### config.mk
export PLATFORM = sky130hd
export DESIGN_NAME = clip_record_controller
export DESIGN_NICKNAME = d
export VERILOG_FILES = /design/src/rtl/clip_record_controller.sv
export SDC_FILE = /design/constraint.sdc
export NUM_CORES = 1
export LEC_CHECK = 0
export CAP_MARGIN = 20
export CORE_ASPECT_RATIO = 1.25
export CORE_MARGIN = 2
export CORE_UTILIZATION = 50
export DETAILED_ROUTE_END_ITERATION = 8
export PLACE_DENSITY = 0.74
export SLEW_MARGIN = 10
export SYNTH_ARGS = -nofsm -noshare
export SYNTH_HDL_FRONTEND = slang
export SYNTH_SLANG_ARGS = --single-unit
### constraint.sdc
create_clock -name clock_i -period 3.3 [get_ports clock_i]
set_clock_uncertainty 0.05 [all_clocks]
set_input_delay 0.66 -clock clock_i [delete_from_list [all_inputs] [get_ports clock_i]]
set_output_delay 0.66 -clock clock_i [all_outputs]
set_load 0.05 [all_outputs]
### src/rtl/clip_record_controller.sv
// Record/playback sequencer for NUM_CLIPS audio clips, one memory bank per clip.
// Addresses advance per serializer/deserializer sample handshake; per-clip lengths gate playback.
module clip_record_controller #(
  parameter int NUM_CLIPS  = 2,
  parameter int ADDR_WIDTH = 17,
  parameter int CLIP_DEPTH = 131072,
  localparam int CLIP_BITS = (NUM_CLIPS > 1) ? $clog2(NUM_CLIPS) : 1,
  localparam int LEN_WIDTH = ADDR_WIDTH + 1
) (
  input  logic                  clock_i,
  input  logic                  reset_i,
  input  logic                  play_command_i,
  input  logic                  record_command_i,
  input  logic                  stop_command_i,
  input  logic                  loop_enable_i,
  input  logic [CLIP_BITS-1:0]  clip_select_i,
  input  logic                  serializer_done_i,
  input  logic                  deserializer_done_i,
  output logic                  serializer_enable_o,
  output logic                  deserializer_enable_o,
  output logic [ADDR_WIDTH-1:0] memory_addr_o,
  output logic                  memory_rw_o,
  output logic                  memory_strobe_o,
  output logic [CLIP_BITS-1:0]  memory_bank_o,
  output logic                  busy_o,
  output logic                  done_o,
  output logic [NUM_CLIPS-1:0]  clip_valid_o
);

  typedef enum logic [1:0] {IDLE, PLAY, RECORD} state_e;

  localparam logic [ADDR_WIDTH-1:0] LAST_ADDR = ADDR_WIDTH'(CLIP_DEPTH - 1);

  state_e                state_q, state_d;
  logic [ADDR_WIDTH-1:0] addr_q, addr_d;
  logic [CLIP_BITS-1:0]  bank_q, bank_d;
  logic                  strobe_q, strobe_d;
  logic                  done_q, done_d;
  logic                  stopPending_q, stopPending_d;
  logic [LEN_WIDTH-1:0]  clipLen_q [NUM_CLIPS];
  logic [LEN_WIDTH-1:0]  clipLen_d [NUM_CLIPS];

  logic                  selValid;
  logic [LEN_WIDTH-1:0]  selLen;
  logic [LEN_WIDTH-1:0]  bankLen;
  logic [LEN_WIDTH-1:0]  recordedLen;

  assign selValid    = 32'(clip_select_i) < 32'(NUM_CLIPS);
  assign selLen      = selValid ? clipLen_q[clip_select_i] : '0;
  assign bankLen     = clipLen_q[bank_q];
  assign recordedLen = LEN_WIDTH'(addr_q) + LEN_WIDTH'(strobe_q);

  always_ff @(posedge clock_i or negedge reset_i) begin
    if (!reset_i) begin
      state_q       <= IDLE;
      addr_q        <= '0;
      bank_q        <= '0;
      strobe_q      <= 1'b0;
      done_q        <= 1'b0;
      stopPending_q <= 1'b0;
      clipLen_q     <= '{default: '0};
    end else begin
      state_q       <= state_d;
      addr_q        <= addr_d;
      bank_q        <= bank_d;
      strobe_q      <= strobe_d;
      done_q        <= done_d;
      stopPending_q <= stopPending_d;
      clipLen_q     <= clipLen_d;
    end
  end

  // A stop that lands with a sample handshake is deferred one cycle so that sample's strobe still issues with rw=1.
  always_comb begin
    state_d       = state_q;
    addr_d        = addr_q;
    bank_d        = bank_q;
    strobe_d      = 1'b0;
    done_d        = 1'b0;
    stopPending_d = 1'b0;
    clipLen_d     = clipLen_q;
    unique case (state_q)
      IDLE: begin
        if (record_command_i) begin
          if (selValid) begin
            state_d = RECORD;
            bank_d  = clip_select_i;
            addr_d  = '0;
          end
        end else if (play_command_i && selValid && (selLen != '0)) begin
          state_d = PLAY;
          bank_d  = clip_select_i;
          addr_d  = '0;
        end
      end
      RECORD: begin
        if (stopPending_q || (strobe_q && (addr_q == LAST_ADDR)) ||
            (stop_command_i && !serializer_done_i)) begin
          state_d           = IDLE;
          done_d            = 1'b1;
          clipLen_d[bank_q] = recordedLen;
        end else begin
          strobe_d      = serializer_done_i;
          stopPending_d = stop_command_i;
          if (strobe_q) begin
            addr_d = addr_q + ADDR_WIDTH'(1);
          end
        end
      end
      PLAY: begin
        if (stop_command_i) begin
          state_d = IDLE;
          done_d  = 1'b1;
        end else if (deserializer_done_i) begin
          if (LEN_WIDTH'(addr_q) == (bankLen - LEN_WIDTH'(1))) begin
            if (loop_enable_i) begin
              addr_d = '0;
            end else begin
              state_d = IDLE;
              done_d  = 1'b1;
            end
          end else begin
            addr_d = addr_q + ADDR_WIDTH'(1);
          end
        end
      end
      default: state_d = IDLE;
    endcase
  end

  always_comb begin
    serializer_enable_o   = (state_q == RECORD);
    deserializer_enable_o = (state_q == PLAY);
    memory_rw_o           = (state_q == RECORD);
    busy_o                = (state_q != IDLE);
    memory_addr_o         = addr_q;
    memory_bank_o         = bank_q;
    memory_strobe_o       = strobe_q;
    done_o                = done_q;
    for (int i = 0; i < NUM_CLIPS; i++) begin
      clip_valid_o[i] = (clipLen_q[i] != '0);
    end
  end

endmodule

Yosys cells after proc, flatten, opt, wreduce, memory -nomap -nowiden. Cells that the tools add are included.

Flip-flop bits (word level): 59. Input port bits: 9. Output and inout port bits: 26. Word-level logic and storage cells: 86.

Add/subtract/negate cells: 3. Magnitude comparators: 3. Equality and inequality tests: 14. Mux-type cells: 38. Bitwise operators: 2. Reductions and logical operators: 18.

Operators with widths (count): 17-bit 2-to-1 mux (8); 18-bit 2-to-1 mux (7); 18-bit nonzero test (3); 17-bit case mux with 3 select lines (1); 36-bit bitwise mux (1); 17-bit by 1-bit adder with 18-bit output (1); 18-bit demux with 1-bit select (1); 17-bit by 18-bit == test with 1-bit output (1); 18-bit by 1-bit subtractor with 18-bit output (second input constant) (1); 17-bit by 1-bit adder with 17-bit output (second input constant) (1); 17-bit == test (second input constant) (1); 2-bit 2-to-1 mux (7); 3-bit inequality test (second input constant) (4); 1-bit 2-to-1 mux (11); 7-bit AND reduction (1); 2-bit inequality test (second input constant) (3); 2-bit case mux with 3 select lines (1); 5-bit AND reduction (1); 2-bit greater-or-equal comparator (second input constant) (2); 1-bit logical AND (4); 2-bit by 1-bit inequality test with 1-bit output (second input constant) (2); 1-bit inverter with 2-bit output (2); 2-bit AND reduction (2); 2-bit nonzero test (2); other kinds (9) (10).

Logic depth before layout (Yosys ltp).
Word-level depth: 10. Mapped depth: 17. Gate-level depth less buffers: 11.

Worst setup path before layout. No wires, ideal clock.

Path type: register to register. Start point: register bank_q, in the netlist memory_bank_o. End point: register addr_q[4], in the netlist memory_addr_o[4]. Setup time: 0.121 ns. Arrival time: 3.772 ns. Required time: 3.129 ns. Slack: -0.643 ns. Cell stages (with the launch flop): 18. Path buffers: 7. Clock period less this slack: 3.943 ns. Cells stage by stage: dfrtp_1 buf_6 buf_2 buf_2 buf_2 mux2i_1 ha_1 o21ai_0 nor4_1 xnor2_1 nand3_1 nor4b_4 a31o_1 buf_4 nor2b_1 buf_6 buf_6 a22o_1.

Word-level cells in the longest chain between the ends: 10. Elaborated cells between the ends (all ways): 12. Those cells by class: add/sub: 1; eq/ne: 2; mux: 7; bitwise: 1; reduce/logical: 1.

RTL lines: start: declaration (RTL line 36) `logic [CLIP_BITS-1:0] bank_q, bank_d;`; start signal: assignment (RTL line 65) `bank_q <= bank_d;`; 1-bit inverter with 2-bit output (not written as such) * (RTL line 50) `assign bankLen = clipLen_q[bank_q];`; 18-bit 2-to-1 mux (not written as such) * (3 in series) (RTL line 50); 18-bit by 1-bit subtractor with 18-bit output * (RTL line 115) `if (LEN_WIDTH'(addr_q) == (bankLen - LEN_WIDTH'(1))) begin`; 17-bit by 18-bit == test with 1-bit output * (RTL line 115); 17-bit 2-to-1 mux (RTL line 115); 17-bit 2-to-1 mux (RTL line 114) `end else if (deserializer_done_i) begin`; 17-bit 2-to-1 mux (RTL line 111) `if (stop_command_i) begin`; 17-bit case mux with 3 select lines (RTL line 82) `unique case (state_q)`; end signal: assignment (RTL line 64) `addr_q <= addr_d;`; end: declaration (RTL line 35) `logic [ADDR_WIDTH-1:0] addr_q, addr_d;`.

Mark *: on every way between the ends. The rest lies on a longest branch, timed or not. The select of a mux whose other input is x is not followed. A chain may end at the register's enable or synchronous reset.

Worst setup path in the final report.
Start point: register clipLen_q[24] (netlist bit). End point: register addr_q[3], in the netlist memory_addr_o[3].

Word-level cells in the longest chain between the ends: 9. Elaborated cells between the ends (all ways): 17. Those cells by class: add/sub: 1; eq/ne: 3; mux: 10; reduce/logical: 3.

RTL lines: start: declaration (RTL line 40) `logic [LEN_WIDTH-1:0] clipLen_q [NUM_CLIPS];`; start signal: assignment (RTL line 69) `clipLen_q <= clipLen_d;`; 18-bit 2-to-1 mux (not written as such) (3 in series) (RTL line 50); 18-bit by 1-bit subtractor with 18-bit output (RTL line 115); 17-bit by 18-bit == test with 1-bit output (RTL line 115); 17-bit 2-to-1 mux (RTL line 115); 17-bit 2-to-1 mux (RTL line 114); 17-bit 2-to-1 mux (RTL line 111); 17-bit case mux with 3 select lines (RTL line 82).

Parallel ways exist; a longest one is shown, timed or not. The select of a mux whose other input is x is not followed.

==> metrics.txt <==
# TYPE chip_impl_metric gauge
chip_impl_info{name="result_of_the_run",value="complete, no violations"} 1
chip_impl_metric{name="seq_area_frac_synth",unit="%"} 37.6
chip_impl_info{name="cts_tree",value="yes"} 1
chip_impl_metric{name="cts_hold_buffers",unit=""} 0
chip_impl_metric{name="fp.dieH",unit="microns"} 103
chip_impl_metric{name="routed_wirelength",unit="mm"} 10.4
chip_impl_metric{name="ir_drop",unit="uV"} 555
chip_impl_metric{name="die_outline_area",unit="sq mm"} 0.00858
chip_impl_metric{name="grt_use_met1",unit="%"} 29.6
chip_impl_metric{name="initial_core_utilization",unit="%"} 51.0
chip_impl_metric{name="die_x",unit="microns"} 83.3
chip_impl_metric{name="max_clock_freq",unit="GHz"} 0.306
chip_impl_metric{name="critical_path_peak_fanout",unit=""} 6
chip_impl_info{name="setup.worst_path.end_class",value="flip-flop"} 1
chip_impl_metric{name="power.density",unit="mW/mm^2"} 702
chip_impl_metric{name="fp.coreArea",unit="sq mm"} 0.00770
chip_impl_metric{name="global_route.usage.met3",unit="%"} 5.12
chip_impl_metric{name="netlist_instances",unit=""} 436
chip_impl_info{name="path_class",value="flip-flop to flip-flop"} 1
chip_impl_info{name="ys.flop_type",value="sky130_fd_sc_hd__dfrtp_1"} 1
chip_impl_metric{name="yosys_warnings",unit=""} 0
chip_impl_metric{name="fp-row-count",unit=""} 36
chip_impl_metric{name="grt_overflow",unit=""} 0
chip_impl_metric{name="drt-vias-per-instance",unit=""} 6.02
chip_impl_metric{name="placement.io_buffers",unit=""} 34
chip_impl_info{name="grt_busiest_layer",value="met2"} 1
chip_impl_metric{name="slew_headroom",unit="%"} 38.0
chip_impl_metric{name="synth_async_sr_flop_share",unit="%"} 100
chip_impl_info{name="clock_tree.root_cell",value="sky130_fd_sc_hd__clkbuf_8"} 1
chip_impl_metric{name="tightestPinTransition",unit="ps"} 930
chip_impl_metric{name="yosys.cell_types.count",unit=""} 48
chip_impl_metric{name="clock-sinks",unit=""} 59
chip_impl_metric{name="grt_pass1_wl",unit="mm"} 17.0
chip_impl_metric{name="hold_viol_final",unit=""} 0
chip_impl_metric{name="ant_nets",unit=""} 0
chip_impl_metric{name="fin_crit",unit="ps"} 3260
chip_impl_metric{name="total_of_flip_flops_plus_latches_after_synthesis",unit=""} 59
chip_impl_metric{name="finalCoreUtilization",unit="%"} 61.6
chip_impl_info{name="ys_top_cells_by_area",value="sky130_fd_sc_hd__dfrtp_1, sky130_fd_sc_hd__mux2i_1, sky130_fd_sc_hd__o21ai_0, sky130_fd_sc_hd__xnor2_1, sky130_fd_sc_hd__nand2_1"} 1
chip_impl_metric{name="clockBufferDepth",unit=""} 2
chip_impl_metric{name="gp_routability_congestion",unit=""} 1.05
chip_impl_metric{name="max-cap-violations",unit=""} 0
chip_impl_info{name="path_category_of_the_worst_min_delay_check",value="input pin to async pin"} 1
chip_impl_metric{name="cp.required",unit="ps"} 3490
chip_impl_metric{name="gr-usage-met2",unit="%"} 45.0
chip_impl_metric{name="critPathArrivalTime",unit="ps"} 3450
chip_impl_metric{name="final_tns_setup",unit="ps"} 0
chip_impl_metric{name="synth_top_area_share",unit="%"} 37.6
chip_impl_metric{name="post_layout_nets",unit=""} 494
chip_impl_info{name="netlist.top_cell.by_area",value="sky130_fd_sc_hd__dfrtp_1"} 1
chip_impl_metric{name="number_of_drc_markers_in_iteration_0",unit=""} 184
chip_impl_metric{name="finalSetupViolCount",unit=""} 0
chip_impl_metric{name="num_io_pins",unit=""} 35
chip_impl_info{name="cp-start-kind",value="flip-flop"} 1
chip_impl_metric{name="synth_nets",unit=""} 454
chip_impl_metric{name="detail_route.first_pass.iterations",unit=""} 5
chip_impl_metric{name="grt_max_degree",unit=""} 41
chip_impl_metric{name="clock_network_latency_to_the_later_pin_of_the_worst_skew_pair",unit="ps"} 350
chip_impl_metric{name="synthesis.area",unit="sq mm"} 0.00393
chip_impl_metric{name="groute.usage.overall",unit="%"} 25.0
chip_impl_metric{name="wire_per_inst",unit="microns"} 18.1
chip_impl_metric{name="fin_cells",unit=""} 576
chip_impl_metric{name="synthesis.area_per_instance",unit="sq um"} 9.01
chip_impl_metric{name="leakage_power_summed_over_all_cells",unit="uW"} 0.00218
chip_impl_metric{name="cts_inserted_buffers",unit=""} 9
chip_impl_metric{name="timing.final.max_slew_violations",unit=""} 0
chip_impl_metric{name="hpwlAfterDp",unit="mm"} 7.42
chip_impl_metric{name="post-route-drc-count",unit=""} 0
chip_impl_metric{name="syn_to_final_growth",unit="%"} 20.9
chip_impl_metric{name="cts.htree.levels",unit=""} 3
chip_impl_metric{name="place.detailed.instances",unit=""} 555
chip_impl_metric{name="path_clk_slew",unit="ps"} 70
chip_impl_metric{name="detailroute.via_count",unit=""} 3470
chip_impl_metric{name="first_global_vias",unit=""} 3410
chip_impl_metric{name="grt_antenna_before_repair",unit=""} 0
chip_impl_metric{name="antenna-diode-count",unit=""} 0
chip_impl_metric{name="power.total",unit="uW"} 3330
chip_impl_metric{name="layout-drive-gt1-share",unit="%"} 16.4
chip_impl_metric{name="synth_edf_count",unit=""} 0
chip_impl_metric{name="finalCritPeriodShare",unit="%"} 98.9
[logic make-up after synthesis]
group / synth area share, %
buf+inv: 5.29
fa+ha+maj: 2.87
simple gates: 21.6
compound gates: 15.5
xor+xnor: 8.92
flops: 37.6
mux: 8.22
[cells in the mapped netlist (all sizes together) (14+ instances only)]
| cell type | n |
|---|---|
| dfrtp | 59 |
| nand2 | 44 |
| o21ai | 40 |
| nor2 | 28 |
| nand3 | 23 |
| xnor2 | 22 |
| mux2i | 21 |
| clkbuf | 19 |
| xor2 | 18 |
| nor4 | 15 |
| buf | 14 |
| nor3 | 14 |
[final timing paths]
kind / from / end / slack (ps) / cells after the start
max: clipLen_q[24]$_DFFE_PN0P_ / memory_addr_o[3]$_DFFE_PN0P_ / 40 / 10
max reg2reg: clipLen_q[24]$_DFFE_PN0P_ / memory_addr_o[3]$_DFFE_PN0P_ / 40 / 10
max in group asynchronous: reset_i / clipLen_q[25]$_DFFE_PN0P_ / 1980 / 2
min: reset_i / memory_strobe_o$_DFF_PN0_ / 410 / 1
min reg2reg: clipLen_q[34]$_DFFE_PN0P_ / clipLen_q[34]$_DFFE_PN0P_ / 480 / 2
min in group clock_i: clipLen_q[34]$_DFFE_PN0P_ / clipLen_q[34]$_DFFE_PN0P_ / 480 / 2
[layer usage]
metal,part of all wire (%),up-vias
met5,0,-
met4,2.5,0
met3,4.2,21
met2,52,93
met1,41,1717
li1,-,1639
[sequential cells by signal (all words and copies together), names as in the netlist]
register	cells
memory_addr_o	17
stopPending_q	1
clipLen_q	36
memory_bank_o	1
done_o	1
state_q	2
memory_strobe_o	1
[worst max-delay path, cell delays in order (launching register included)]
cell and delay [ps]:
sky130_fd_sc_hd__dfrtp_2 460, sky130_fd_sc_hd__nor4_1 590, sky130_fd_sc_hd__mux2i_1 170, sky130_fd_sc_hd__nor4_2 340, sky130_fd_sc_hd__xnor2_1 190, sky130_fd_sc_hd__nand3_1 170, sky130_fd_sc_hd__nor4b_4 350, sky130_fd_sc_hd__a31o_1 290
sky130_fd_sc_hd__nor2b_2 80, sky130_fd_sc_hd__buf_4 160, sky130_fd_sc_hd__a221o_1 290
[power by group]
group	total [uW]	switching [uW]	internal, uW
logic	1900	1050	847
clock network	604	294	311
registers	831	61.7	769
[per-stage QoR]
stage | hold WS (ps) | area, sq um | worst slack, ps
after CTS | 433 | 4640 | 23.3
after floorplan | 314 | 3980 | -3.18
after detailed placement | 463 | 4430 | -23.6
final | 408 | 4750 | 35.1
after global routing | 479 | 4750 | -68.7
after global placement | 461 | 4430 | 74.4
[cell type report]
class / count / area, sq um
repair buffers: 62 / 571
multi-input cells: 332 / 2350
inverters: 12 / 45.0
well taps: 95 / 119
clock buffers: 12 / 155
clock inverters: 4 / 25.0
fillers: 654 / 2950
flip-flops and latches: 59 / 1480
[timing repair]
| item | CTS | global route |
|---|---|---|
| endpoints found under the setup margin | 4 | 20 |
| resized for setup | 4 | 18 |
| pin swaps | 0 | 8 |
| buffers inserted | 2 | 3 |
| hold endpoints to repair | 0 | 0 |
[placed cells by master, fill, tap and decap left out, types with 12 or more instances in the layout]
cell type                         netlist  layout
sky130_fd_sc_hd__nand3_1               23      23
sky130_fd_sc_hd__nand2_1               44      44
sky130_fd_sc_hd__a22o_1                12      12
sky130_fd_sc_hd__clkdlybuf4s50_1        0      31
sky130_fd_sc_hd__dfrtp_1               59      57
sky130_fd_sc_hd__buf_4                  2      24
sky130_fd_sc_hd__xnor2_1               22      22
sky130_fd_sc_hd__o21ai_0               39      38
sky130_fd_sc_hd__nor2_1                28      28
sky130_fd_sc_hd__nor4_1                13      12
sky130_fd_sc_hd__xor2_1                18      18
sky130_fd_sc_hd__mux2i_1               21      19
sky130_fd_sc_hd__inv_1                 12      12
No activity file was read; power rests on OpenSTA's default activity.
